**config.mk**
```make
export PLATFORM = sky130hd
export DESIGN_NAME = xreg_seq
export DESIGN_NICKNAME = d
export VERILOG_FILES = /design/src/rtl/xreg_seq.sv
export SDC_FILE = /design/constraint.sdc
export NUM_CORES = 1
export LEC_CHECK = 0
export BUFFER_PORTS_ARGS = -buffer_cell sky130_fd_sc_hd__buf_2
export CAP_MARGIN = 20
export CORE_ASPECT_RATIO = 1.25
export CORE_UTILIZATION = 54
export CTS_CLUSTER_DIAMETER = 100
export CTS_CLUSTER_SIZE = 40
export DETAILED_ROUTE_END_ITERATION = 10
export GPL_ROUTABILITY_DRIVEN = 0
export HOLD_SLACK_MARGIN = 0.1
export PLACE_DENSITY = 0.77
export SETUP_SLACK_MARGIN = 0.4
export SKIP_LAST_GASP = 1
export SLEW_MARGIN = 20
export SYNTH_ARGS = -nofsm -noshare
export SYNTH_HDL_FRONTEND = slang
export SYNTH_SLANG_ARGS = --single-unit
```
**constraint.sdc**
```tcl
create_clock -name clk -period 2.6 [get_ports clk]
set_clock_uncertainty 0.1 [all_clocks]
set_input_delay 0.39 -clock clk [delete_from_list [all_inputs] [get_ports clk]]
set_output_delay 0.39 -clock clk [all_outputs]
set_load 0.05 [all_outputs]
```
**src/rtl/xreg_seq.sv**
```systemverilog
// Sequencer for the X register bit-slice array: one command at a time, emitting
// registered one-hot next-value selects, the wrx write clock and the rdx read enable.
module xreg_seq #(
   parameter int unsigned CNT_W     = 4,
   parameter int unsigned RD_CYCLES = 2
) (
   input  logic             clk,
   input  logic             nrst,
   input  logic             cmd_valid,
   output logic             cmd_ready,
   input  logic [2:0]       cmd_op,
   input  logic [CNT_W-1:0] cmd_cnt,
   output logic             busy,
   output logic             done,
   output logic             err,
   output logic             xiz,
   output logic             xip,
   output logic             xis,
   output logic             xid,
   output logic             wrx,
   output logic             rdx
);

   localparam logic [2:0] OpClr = 3'd0;
   localparam logic [2:0] OpLdp = 3'd1;
   localparam logic [2:0] OpShr = 3'd2;
   localparam logic [2:0] OpLdd = 3'd3;
   localparam logic [2:0] OpRd  = 3'd4;

   typedef enum logic [2:0] {StIdle, StSetup, StStrobe, StHold, StRead, StDone} state_e;

   state_e           state_q, state_d;
   logic [2:0]       op_q, op_d;
   logic [CNT_W-1:0] cnt_q, cnt_d;
   logic [3:0]       rdcnt_q, rdcnt_d;

   logic done_d, err_d, xiz_d, xip_d, xis_d, xid_d, wrx_d, rdx_d;
   logic sel_phase;

   always_ff @(posedge clk or negedge nrst) begin
      if (!nrst) begin
         state_q <= StIdle;
         op_q    <= OpClr;
         cnt_q   <= '0;
         rdcnt_q <= '0;
      end else begin
         state_q <= state_d;
         op_q    <= op_d;
         cnt_q   <= cnt_d;
         rdcnt_q <= rdcnt_d;
      end
   end

   always_comb begin
      state_d = state_q;
      op_d    = op_q;
      cnt_d   = cnt_q;
      rdcnt_d = rdcnt_q;
      case (state_q)
         StIdle: begin
            if (cmd_valid) begin
               op_d  = cmd_op;
               cnt_d = cmd_cnt;
               case (cmd_op)
                  OpClr, OpLdp, OpLdd: state_d = StSetup;
                  OpShr:               state_d = (cmd_cnt != '0) ? StSetup : StDone;
                  OpRd: begin
                     state_d = StRead;
                     rdcnt_d = 4'(RD_CYCLES);
                  end
                  default:             state_d = StDone;
               endcase
            end
         end
         StSetup:  state_d = StStrobe;
         StStrobe: state_d = StHold;
         StHold: begin
            if (op_q == OpShr) cnt_d = cnt_q - CNT_W'(1);
            // Remaining shifts re-enter STROBE directly, keeping the select asserted.
            state_d = (op_q == OpShr && cnt_q > CNT_W'(1)) ? StStrobe : StDone;
         end
         StRead: begin
            rdcnt_d = rdcnt_q - 4'd1;
            if (rdcnt_q <= 4'd1) state_d = StDone;
         end
         StDone:   state_d = StIdle;
         default:  state_d = StIdle;
      endcase
   end

   // Outputs are decoded from the next state so that every strobe is a flop output.
   always_comb begin
      sel_phase = 1'b0;
      done_d    = 1'b0;
      err_d     = 1'b0;
      wrx_d     = 1'b0;
      rdx_d     = 1'b0;
      unique case (state_d)
         StSetup, StHold: sel_phase = 1'b1;
         StStrobe: begin
            sel_phase = 1'b1;
            wrx_d     = 1'b1;
         end
         StRead:   rdx_d = 1'b1;
         StDone: begin
            done_d = 1'b1;
            err_d  = (op_d > OpRd);
         end
         default: ;
      endcase
      xiz_d = sel_phase && (op_d == OpClr);
      xip_d = sel_phase && (op_d == OpLdp);
      xis_d = sel_phase && (op_d == OpShr);
      xid_d = sel_phase && (op_d == OpLdd);
   end

   always_ff @(posedge clk or negedge nrst) begin
      if (!nrst) begin
         done <= 1'b0;
         err  <= 1'b0;
         xiz  <= 1'b0;
         xip  <= 1'b0;
         xis  <= 1'b0;
         xid  <= 1'b0;
         wrx  <= 1'b0;
         rdx  <= 1'b0;
      end else begin
         done <= done_d;
         err  <= err_d;
         xiz  <= xiz_d;
         xip  <= xip_d;
         xis  <= xis_d;
         xid  <= xid_d;
         wrx  <= wrx_d;
         rdx  <= rdx_d;
      end
   end

   assign cmd_ready = (state_q == StIdle);
   assign busy      = (state_q != StIdle);

endmodule

```
After elaboration in Yosys (flattened, before gate mapping)
Cells that the tools add are included.
Widths: inputs -> output; s select.
{"block": "op_classes", "n_addsub": 2, "n_mul": 0, "n_div": 0, "n_lt_le_gt_ge": 3, "eq_ne": 20, "shifts": 0, "muxes": 19, "n_bitwise": 0, "n_reduce_logical": 16}
{"op": "$eq 3x2->1 const B", "count": 9}
{"op": "$mux 3", "count": 6}
{"op": "$mux 4", "count": 4}
{"op": "$pmux 4 s2", "count": 2}
{"op": "$pmux 3 s5", "count": 1}
{"op": "$eq 3x1->1 const B", "count": 4}
{"op": "$eq 3x3->1 const B", "count": 4}
{"op": "$logic_not 3->1", "count": 3}
{"op": "$pmux 3 s3", "count": 1}
{"op": "$sub 4x1->4 const B", "count": 2}
{"op": "$reduce_and 3->1", "count": 2}
{"op": "$reduce_or 3->1", "count": 2}
{"op": "$logic_and 1x1->1", "count": 5}
{"op": "$mux 1", "count": 5}
{"op": "$gt 4x1->1 const B", "count": 1}
{"op": "$le 4x1->1 const B", "count": 1}
{"op": "$ne 2x2->1 const B", "count": 2}
{"op": "$reduce_bool 2->1", "count": 2}
{"op": "$reduce_bool 4->1", "count": 1}
{"op": "$gt 3x3->1 const B", "count": 1}
{"op": "$reduce_bool 3->1", "count": 1}
{"op": "$ne 2x1->1 const B", "count": 1}
{"block": "word_totals", "ff_bits": 22, "latchBits": 0, "ramBits": 0, "romBits": 0, "input_bits": 10, "out_inout_bits": 10, "wordCells": 72, "mem_count": 0}

Logic depth before layout (Yosys ltp)
Gate-level depths: netlist of run 1.
{"block": "depth", "depth_word": 9, "ltp_mapped": 6, "mapped_depth_nobuf": 6}

Worst setup path after synthesis of run 1
Ideal clock, no wire load.
{"block": "synth_path", "path_kind": "register to output", "start": "register state_q[0]", "end": "output cmd_ready", "t_arrival_ps": 1486, "required_ps": 2110, "slack_ps": 624, "stages_incl_launch_ff": 5, "n_path_buf": 1, "path_cell_list": "dfrtp_1 -> buf_6 -> nor2_1 -> nand2_1 -> inv_1"}
{"block": "synth_between", "elab_chain_cells": 1}
{"item": "start: declaration", "line_no": "32", "text": "state_e state_q, state_d;"}
{"item": "start signal: assignment", "line_no": "42", "text": "state_q <= StIdle;"}
{"item": "start signal: assignment", "line_no": "47", "text": "state_q <= state_d;"}
{"item": "$logic_not 3->1", "line_no": "139", "text": "assign cmd_ready = (state_q == StIdle);"}
{"item": "end: declaration", "line_no": "10", "text": "output logic cmd_ready,"}
No other way between the ends.

Final worst setup path of run 1
{"block": "layout_path", "start": "register state_q[2]", "end": "register xiz"}
{"block": "layout_between", "elab_chain_cells": 6, "word_cells_on_any_way": 16, "cone_classes": "7 x eq/ne; 5 x mux; 4 x reduce/logical"}
{"item": "$eq 3x3->1, or another cell as far along", "line_no": "59", "text": "case (state_q)"}
{"item": "$pmux 3 s5", "line_no": "59"}
{"item": "$eq 3x2->1 or $eq 3x1->1 (tied branches)", "line_no": "98", "text": "unique case (state_d)"}
{"item": "$reduce_or 3->1 (no source line)"}
{"item": "$mux 1", "line_no": "98"}
{"item": "$logic_and 1x1->1 *", "line_no": "111", "text": "xiz_d = sel_phase && (op_d == OpClr);"}
{"item": "named net xiz_d", "line_no": "37", "text": "logic done_d, err_d, xiz_d, xip_d, xis_d, xid_d, wrx_d, rdx_d;"}
{"item": "end signal: assignment", "line_no": "130", "text": "xiz <= xiz_d;"}
{"item": "end: declaration", "line_no": "16", "text": "output logic xiz,"}
Mark *: on every way through the listed nets, which the timed path passes. The rest lies on a longest branch.
A chain may end at the register's enable or synchronous reset.

==> impl_metrics.csv, run 1 <==
group,metric,value,unit
die,start_util,59.0,%
sta,post-route-min-period,2.06,ns
synthesis,syn_area,1210,um2
grt,grt_max_degree,23,
pwr,vdd.ir_drop.worst,0.698,mV
setup_path,critPathKind,"reg2reg",
placement,place_ws,0.575,ns
sta,report.final.hold_viol_count,0,
clock_tree,clk_pin_slew_worst_paths,0.11,ns
route,drt_pre_antenna_iters,6,
route,avgRoutedWirePerCell,14.7,um
synthesis,syn_avg_cell_area,10.1,um2
pwr,power.density,1270,nW/um2
setup_path,cp_data_arrival_time,2.19,ns
sta,worst_pin_slew,0.477,ns
final_layout,drive_gt1_share,23.7,%
grt,antenna_found_initial,0,
die,dieArea,2430,um2
pwr,p_leak,0.000649,uW
route,drt_drc_violations_left,0,
clock_tree,cts_sinks,22,
setup_path,r2r_cells,4,
synthesis,ys_seq_elements,22,
synthesis,synth_cell_type_count,45,
setup_path,critPathMaxFanout,11,
synthesis,syn_nets,134,
route,vias_per_cell,5.82,
grt,grt_pass1_wl,4280,um
sta,worst_slack,0.543,ns
route,num_vias,983,
worst_hold_path,hp-class,"in2reg",
clock_tree,cts_setup_buffers,0,
die,io_pins,20,
clock_tree,insertion_delay,0.30,ns
synthesis,synth-seq-area-share,45.5,%
clock_tree,h-tree-depth,1,
sta,fmax,486,MHz
die,rows,18,
sta,finalCritPeriodShare,79.1,%
sta,setup-violations-final,0,
sta,fin_tns_setup,0,ns
grt,grt-ovfl-total,0,
clock_tree,cts_root_buf,"clkbuf_4",
setup_path,cp-start-kind,"flop",
setup_path,critical_path_required,2.73,ns
placement,port_buffers,19,
die,die_y,54.9,um
worst_hold_path,worstHoldPathCells,3,
final_layout,nets,154,
setup_path,end_kind,"flop",
sta,rsz0062_at_grt,"false",
sta,maxSlewViolCount,0,
clock_tree,clock_path_buffers,2,
route,drtIter0Drc,18,
placement,dp_hpwl,1890,um
final_layout,num_antenna_cells,0,
clock_tree,cts_tree,"done",
synthesis,yosys_warnings,0,
die,die_w,44.3,um
final_layout,area_delta_synth_final,13.4,%
run_status,status,"finished clean",
route,ant_nets,0,
clock_tree,cts-buffers-inserted,3,
sta,slew_headroom,68.2,%
synthesis,syn_inst,120,
die,core_area,2050,um2
grt,grt_use_total,24.1,%
grt,grt_pass1_vias,997,
route,wl,2480,um
flow_run,maxCapViolCount,0,
critical path, cell delays in order, from the launching register on:
cell	delay, ns
dfrtp_1	0.51
or4b_1	0.69
or3_1	0.35
o31ai_1	0.10
nor3b_2	0.23
final cells by class:
| class | count | area (um2) |
|---|---|---|
| Inverter | 10 | 37.5 |
| Fill cell | 174 | 679 |
| Tap cell | 30 | 37.5 |
| Clock buffer | 4 | 36.3 |
| Timing Repair Buffer | 21 | 113 |
| Sequential cell | 22 | 551 |
| Multi-Input combinational cell | 82 | 596 |
logic make-up after synthesis:
group / share of synthesized area, %
adder cells (fa/ha/maj): 4.14
buffers and inverters: 5.90
flip-flops: 45.5
AO/OA/AOI/OAI: 18.3
AND/OR/NAND/NOR: 23.4
multiplexers: 2.69
where the power goes:
group	internal [uW]	total [uW]	switching, uW
combinational	307	905	598
sequential	488	647	159
clock	85.4	182	96.9
total	881	1730	854
layout by cell type (no fill, tap or decap), types with 3 or more instances in the layout:
cell	Yosys	final
nor3_1	3	3
o21ai_0	5	5
nor2_1	5	5
a21oi_1	3	3
clkbuf_4	0	3
dfrtp_1	22	22
nand2_1	10	10
nand3_1	5	5
ha_1	4	4
nand3b_1	3	3
inv_1	10	10
buf_2	3	19
state kept, by name, summed over array words and instances (netlist names):
name / flops
wrx: 1
rdcnt_q: 4
xip: 1
done: 1
state_q: 3
xid: 1
xiz: 1
err: 1
xis: 1
cnt_q: 4
rdx: 1
op_q: 3
per-layer routing:
metal | global-route usage (%) | wire length, um
met5 | 0 | 0
met2 | 39.7 | 1220
met1 | 31.3 | 1130
met3 | 2.27 | 85
met4 | 13.1 | 47
synthesized netlist by cell type, drive strengths merged:
master / number / share of area (%)
a221o: 1 / 0.83
nor3: 4 / 2.1
nor4bb: 1 / 0.83
or4b: 2 / 1.7
dfrtp: 22 / 46
nor3b: 4 / 3.3
a22oi: 2 / 1.2
nand3: 5 / 2.1
o21ai: 5 / 2.1
a21o: 2 / 1.2
a211oi: 3 / 2.7
o31ai: 2 / 1.2
and3b: 1 / 0.72
o21bai: 2 / 1.2
a21oi: 3 / 1.2
nand2: 11 / 3.6
mux2: 2 / 1.9
and2: 2 / 1.0
and2b: 1 / 0.62
nor2b: 1 / 0.52
o22ai: 1 / 0.52
nor4b: 2 / 2.0
buf: 4 / 2.2
or3: 1 / 0.52
ha: 4 / 4.1
o221ai: 1 / 0.72
nor4: 2 / 1.0
mux2i: 1 / 0.83
o41ai: 1 / 0.72
o211ai: 1 / 0.62
a221oi: 1 / 0.72
a31oi: 2 / 1.0
inv: 10 / 3.1
nor2: 5 / 1.6
a2bb2oi: 1 / 0.72
nand3b: 3 / 1.9
o311ai: 2 / 1.4
clkbuf: 2 / 0.62
timing repair:
item                                    CTS  global route
hold buffers                              1             0
gates resized for setup                   0             1
endpoints found under the setup margin    0             1
hold endpoints to repair                 22             0
final timing paths:
kind	slack, ns	end	from
max in group asynchronous	1.60	cnt_q[3]	nrst
worst max-delay path	0.54	xiz	state_q[2]
worst min register to register	0.41	rdcnt_q[3]	rdcnt_q[1]
min in group asynchronous	0.48	xip	nrst
worst max register to register	0.54	xiz	state_q[2]
worst min-delay path	0.26	op_q[1]	cmd_op[1]
stage by stage:
step           util (%)  hold WS, ns  total power, uW  cells  cell area [um2]
5_1_grt            66.8        0.265             1870    169             1370
4_1_cts            66.4        0.248             1720    169             1360
3_3_place_gp       64.2        0.268             1510    164             1320
2_1_floorplan         -     -0.00559             1350    120             1210
6_report           66.8        0.257             1730    169             1370
3_5_place_dp       64.2        0.279             1540    164             1320
Note: power is estimated with default switching activity, not from simulation.
==> run 2, diff against run 1 <==
==> constraint.sdc (replaced) <==
create_clock -name clk -period 2.1 [get_ports clk]
set_clock_uncertainty 0.1 [all_clocks]
set_input_delay 0.315 -clock clk [delete_from_list [all_inputs] [get_ports clk]]
set_output_delay 0.315 -clock clk [all_outputs]
set_load 0.05 [all_outputs]
==> run 2 against run 1 <==
Compared with the run above: global-route usage increased by 1.5 points; non-clock buffer count increased by 16; worst hold slack got worse by 0.093 ns; critical endpoint unchanged; largest cell class unchanged; largest power group unchanged.
==> impl_metrics.csv, run 2 (synthesis results as in run 1) <==
group,metric,value,unit
route,avgRoutedWirePerCell,16.2,um
clock_tree,cts_tree,"done",
worst_hold_path,hp-class,"in2reg",
setup_path,critical_path_required,2.25,ns
final_layout,num_antenna_cells,0,
sta,post-route-min-period,1.87,ns
setup_path,critPathKind,"reg2reg",
pwr,vdd.ir_drop.worst,1.13,mV
die,io_pins,20,
grt,grt_pass1_wl,4530,um
route,drt_pre_antenna_iters,4,
sta,report.final.hold_viol_count,0,
die,start_util,59.0,%
run_status,status,"finished clean",
sta,finalCritPeriodShare,89.1,%
route,wl_met2,1570,um
pwr,power.density,1640,nW/um2
grt,grt-ovfl-total,0,
route,drtIter0Drc,31,
final_layout,most-common-layout-cells,"dfrtp_1 (17), buf_2 (17), buf_4 (14), nand2_1 (9), inv_1 (7)",
setup_path,critPathMaxFanout,5,
route,drt_drc_violations_left,0,
sta,slew_headroom,63.7,%
setup_path,path_buf_inv,0,
placement,dp_hpwl,1770,um
sta,hold_ws,0.164,ns
sta,fin_tns_setup,0,ns
clock_tree,insertion_delay,0.31,ns
setup_path,slowest_stage,"or4b_4",
grt,antenna_found_initial,0,
clock_tree,clk_pin_slew_worst_paths,0.12,ns
grt,grt_pass1_vias,1060,
clock_tree,cts_sinks,22,
grt,grt_use_total,25.6,%
setup_path,slowest_delay,0.59,ns
die,die_w,44.3,um
setup_path,end_kind,"flop",
setup_path,cp_top_family,"simple AND/OR/NAND/NOR gates",
clock_tree,cts_root_buf,"clkbuf_4",
route,wl,3000,um
placement,port_buffers,19,
clock_tree,h-tree-depth,1,
grt,grt_max_degree,23,
sta,maxSlewViolCount,0,
flow_run,maxCapViolCount,0,
final_layout,drive_gt1_share,49.7,%
setup_path,cp_data_arrival_time,2.02,ns
die,rows,18,
setup_path,crit_path_cell_trace,"or4b_4 -> or3_4 -> o31ai_4 -> nor3b_2",
route,vias_per_cell,5.89,
route,wirelength_met1,1200,um
route,wl_met3,111,um
clock_tree,cts-buffers-inserted,3,
sta,rsz0062_at_grt,"true",
route,top_layer,"met4",
sta,setup-violations-final,0,
route,num_vias,1089,
route,ant_nets,0,
sta,fmax,534,MHz
clock_tree,clock_path_buffers,2,
setup_path,cp-start-kind,"flop",
pwr,p_leak,0.000743,uW
sta,worst_pin_slew,0.543,ns
final_layout,nets,170,
die,core_area,2050,um2
die,dieArea,2430,um2
die,die_y,54.9,um
final_layout,area_delta_synth_final,37.2,%
final_layout,reg_top3,"cnt_q (4), rdcnt_q (4)",
run 2: final timing paths:
kind / start / endpoint / slack [ns] / depth (start not counted)
max: state_q[1] / xiz / 0.23 / 4
min: cmd_op[1] / op_q[1] / 0.16 / 3
max reg2reg: state_q[1] / xiz / 0.23 / 4
min reg2reg: rdcnt_q[3] / rdcnt_q[3] / 0.41 / 1
max in group asynchronous: nrst / state_q[1] / 1.16 / 2
min in group asynchronous: nrst / xip / 0.39 / 2
run 2: timing repair:
item	CTS	global route
hold buffers	1	0
hold endpoints to repair	22	0
pin swaps	3	3
resized for setup	23	21
setup endpoints to repair	16	16
setup buffers	9	6
run 2: final cells by class:
cell class	instances	area [um2]
Multi-Input combinational cell	82	723
Sequential cell	22	557
Fill cell	120	392
Timing Repair Buffer	37	260
Inverter	10	43.8
Tap cell	30	37.5
Clock buffer	4	36.3
run 2: tightest hold or removal path, cell delays in order:
cell	delay, ns
buf_2	0.14
nand2_1	0.06
nand2_1	0.04
run 2: per-stage QoR:
stage | power [uW] | util [%] | instances | setup slack, ns | instance area (um2)
finish | 2720 | 80.9 | 185 | 0.228 | 1660
detailed placement | 1910 | 64.7 | 165 | 0.151 | 1330
floorplan | 1680 | - | 120 | 0.253 | 1210
global route | 2880 | 80.9 | 185 | 0.166 | 1660
CTS | 2400 | 74.2 | 179 | 0.300 | 1520
global placement | 1890 | 64.7 | 165 | 0.204 | 1330
run 2: per-layer routing:
metal	track usage [%]	up-vias
met1	28.6	530
met2	46.6	34
li1	-	512
met5	0	-
met3	4.55	13
met4	12.6	0
run 2: where the power goes:
group          switching [uW]  total (uW)  internal, uW
sequential                210         823           613
combinational             943        1660           712
clock                     134         240           106
total                    1290        2720          1430
==> run 3, diff against run 2 <==
--- a/config.mk
+++ b/config.mk
@@ -5,6 +5,7 @@
 export SDC_FILE = /design/constraint.sdc
 export NUM_CORES = 1
 export LEC_CHECK = 0
+export ABC_AREA = 1
 export BUFFER_PORTS_ARGS = -buffer_cell sky130_fd_sc_hd__buf_2
 export CAP_MARGIN = 20
 export CORE_ASPECT_RATIO = 1.25
==> run 3 against run 2 <==
Compared with the run above: die area fell by 2.8%; register-to-register slack improved by 0.31 ns; cell count down 0.54%; largest cell class is now sequential cells; sequential power fell by 14%.
==> impl_metrics.csv, run 3 <==
group,metric,value,unit
route,drtIter0Drc,21,
pwr,netSwitchingFraction,51.0,%
setup_path,critPathKind,"reg2out",
placement,dp_hpwl,1630,um
synthesis,synth_commonest_cells,"nand2_1 (27), dfrtp_1 (22), inv_1 (21)",
synthesis,yosysTopAreaCellShare,46.9,%
clock_tree,insertion_delay,0.31,ns
pwr,p_int,1050,uW
run_status,status,"finished clean",
sta,rsz0062_at_grt,"true",
sta,fin_tns_setup,0,ns
worst_hold_path,worstHoldPathCells,3,
synthesis,synth.area.mux_share,0,%
synthesis,ys.flop_type,"dfrtp_1",
clock_tree,h-tree-depth,1,
final_layout,stdcell_area,1360,um2
final_layout,num_antenna_cells,0,
flow_run,maxCapViolCount,0,
setup_path,critPathCapture,"cmd_ready",
route,ant_nets,0,
grt,grt_max_degree,23,
die,rows,18,
clock_tree,cts_sinks,22,
setup_path,cp_data_arrival_time,1.21,ns
pwr,power.density,1580,nW/um2
setup_path,slowest_stage,"dfrtp_1",
setup_path,r2r_setup_slack,0.54,ns
sta,report.final.hold_viol_count,0,
synthesis,synth_fa_ha_area_share,4.26,%
setup_path,critPathMaxFanout,4,
pwr,pwr-share-comb,58.2,%
final_layout,nets,180,
sta,worst_pin_slew,0.466,ns
route,drt_drc_violations_left,0,
final_layout,most-common-layout-cells,"nand2_1 (25), dfrtp_1 (21), inv_1 (20), buf_2 (17), nor2_1 (12)",
synthesis,synth-seq-area-share,46.9,%
setup_path,crit_cells,4,
setup_path,r2r-end,"xid",
synthesis,ys_seq_elements,22,
setup_path,end_kind,"primary output",
die,core_area,2000,um2
clock_tree,clk_pin_slew_worst_paths,0.11,ns
route,wl,2120,um
pwr,p_seq_share,33.0,%
synthesis,synth_simple_gate_area_share,31.4,%
synthesis,synth-xor-area-share,0.746,%
pwr,p_leak,0.000722,uW
route,drt_pre_antenna_iters,4,
setup_path,cp_top_family,"flip-flops",
die,die_w,43.7,um
route,vias_per_cell,5.23,
worst_hold_path,hp-class,"in2reg",
setup_path,critical_path_required,1.68,ns
pwr,vdd.ir_drop.worst,1.05,mV
sta,fmax,614,MHz
synthesis,syn_avg_cell_area,8.38,um2
synthesis,synth-compound-area-share,8.32,%
synthesis,syn_area,1170,um2
synthesis,synth_top_family_by_area,"simple AND/OR/NAND/NOR gates",
synthesis,async_flop_share,100,%
synthesis,synth_cell_type_count,23,
setup_path,path_buf_inv,2,
pwr,netSwitchingPower,1090,uW
synthesis,netlist_top_cells_area,"dfrtp_1 (47%), nand2_1 (8.6%), inv_1 (6.7%), nand3_1 (4.7%), ha_1 (4.3%)",
grt,grt_pass1_vias,841,
clock_tree,cts-buffers-inserted,3,
die,io_pins,20,
route,num_vias,963,
clock_tree,cts_root_buf,"clkbuf_4",
setup_path,regToRegStartpoint,"cnt_q[0]",
die,dieArea,2360,um2
synthesis,syn_nets,154,
sta,finalCritPeriodShare,77.6,%
synthesis,synth_largest_area_cell,"dfrtp_1",
sta,maxSlewViolCount,0,
setup_path,slowest_delay,0.45,ns
grt,antenna_found_initial,0,
clock_tree,clock_path_buffers,2,
route,avgRoutedWirePerCell,11.5,um
synthesis,syn_inst,140,
setup_path,cp-startpoint,"state_q[1]",
synthesis,yosys_warnings,0,
placement,port_buffers,19,
setup_path,crit_path_cell_trace,"nor2_4 -> nand2_2 -> clkinvlp_4 -> buf_4",
die,die_y,54.1,um
setup_path,cp-start-kind,"flop",
final_layout,reg_top3,"cnt_q (4), rdcnt_q (4)",
sta,setup-violations-final,0,
grt,grt_use_total,20.3,%
synthesis,yosysMostFrequentCell,"nand2_1",
clock_tree,cts_tree,"done",
grt,grt_pass1_wl,3470,um
final_layout,final_common_cell,"nand2_1",
grt,grt-ovfl-total,0,
pwr,clockPowerShare,8.8,%
setup_path,r2r_cells,11,
sta,slew_headroom,68.9,%
final_layout,area_delta_synth_final,15.6,%
synthesis,synth_edf_count,0,
die,start_util,58.6,%
placement,placed_area,1300,um2
final_layout,drive_gt1_share,32.9,%
sta,post-route-min-period,1.63,ns
[run 3: cell families (layout without fill, tap and decap cells)]
family | count (synthesis) | after routing
fa+ha+maj | 4 | 4
compound gates | 16 | 16
simple gates | 71 | 71
buf+inv | 26 | 50
flops | 22 | 22
xor+xnor | 1 | 1
[run 3: power groups by stage]
| stage | clock network, uW | registers [uW] | logic [uW] |
|---|---|---|---|
| global route | 206 | 724 | 1380 |
| CTS | 191 | 706 | 1220 |
| global placement | 0 | 707 | 1160 |
| finish | 188 | 707 | 1240 |
| detailed placement | 0 | 714 | 1200 |
| floorplan | 0 | 850 | 823 |
[run 3: final cells by class]
cell class | count | area (um2)
well taps | 20 | 25.0
multi-input cells | 92 | 538
fillers | 169 | 648
repair buffers | 21 | 118
inverters | 26 | 101
flip-flops and latches | 22 | 552
clock buffers | 3 | 22.5
[run 3: worst min-delay path by stage]
stage | startpoint | to | slack [ns]
4_1_cts | cmd_cnt[3] | cnt_q[3] | 0.17
2_1_floorplan | nrst | cnt_q[0] | -0.08
6_report | cmd_cnt[3] | cnt_q[3] | 0.18
3_5_place_dp | nrst | cnt_q[0] | 0.20
3_3_place_gp | nrst | cnt_q[0] | 0.20
5_1_grt | cmd_cnt[1] | cnt_q[1] | 0.20
[run 3: metal layers]
metal  routed length [um]  up-vias  global-route usage [%]
met2                 1040       31                    35.1
met4                   44        0                    10.9
met3                   90        6                    2.01
met5                    0        -                       0
met1                  948      436                    24.8
li1                     -      490                       -
[run 3: metrics by stage]
stage               cells  utilization [%]  hold slack, ns  total power [uW]  setup WS, ns
floorplan             140                -         -0.0806              1670         0.598
global placement      179             64.9           0.198              1870         0.567
detailed placement    179             64.9           0.197              1910         0.503
CTS                   184             67.0           0.169              2120         0.448
global route          184             67.7           0.198              2310         0.397
finish                184             67.7           0.179              2140         0.471
[run 3: what timing repair did]
item,4_1_cts,5_1_grt
pin swaps,1,0
endpoints found under the setup margin,1,6
setup buffers,1,0
hold buffers,1,0
hold endpoints to repair,22,0
resized for setup,1,4
[run 3: worst reg2reg max path, stage by stage, from the launching register on]
cell and delay (ns):
dfrtp_1 0.38, inv_1 0.08, ha_1 0.23, inv_1 0.06
nand2_1 0.05, nand2_1 0.09, nand2_1 0.07, nand2_2 0.12
nand3_4 0.10, inv_2 0.09, nand2_4 0.07, nor2_2 0.07
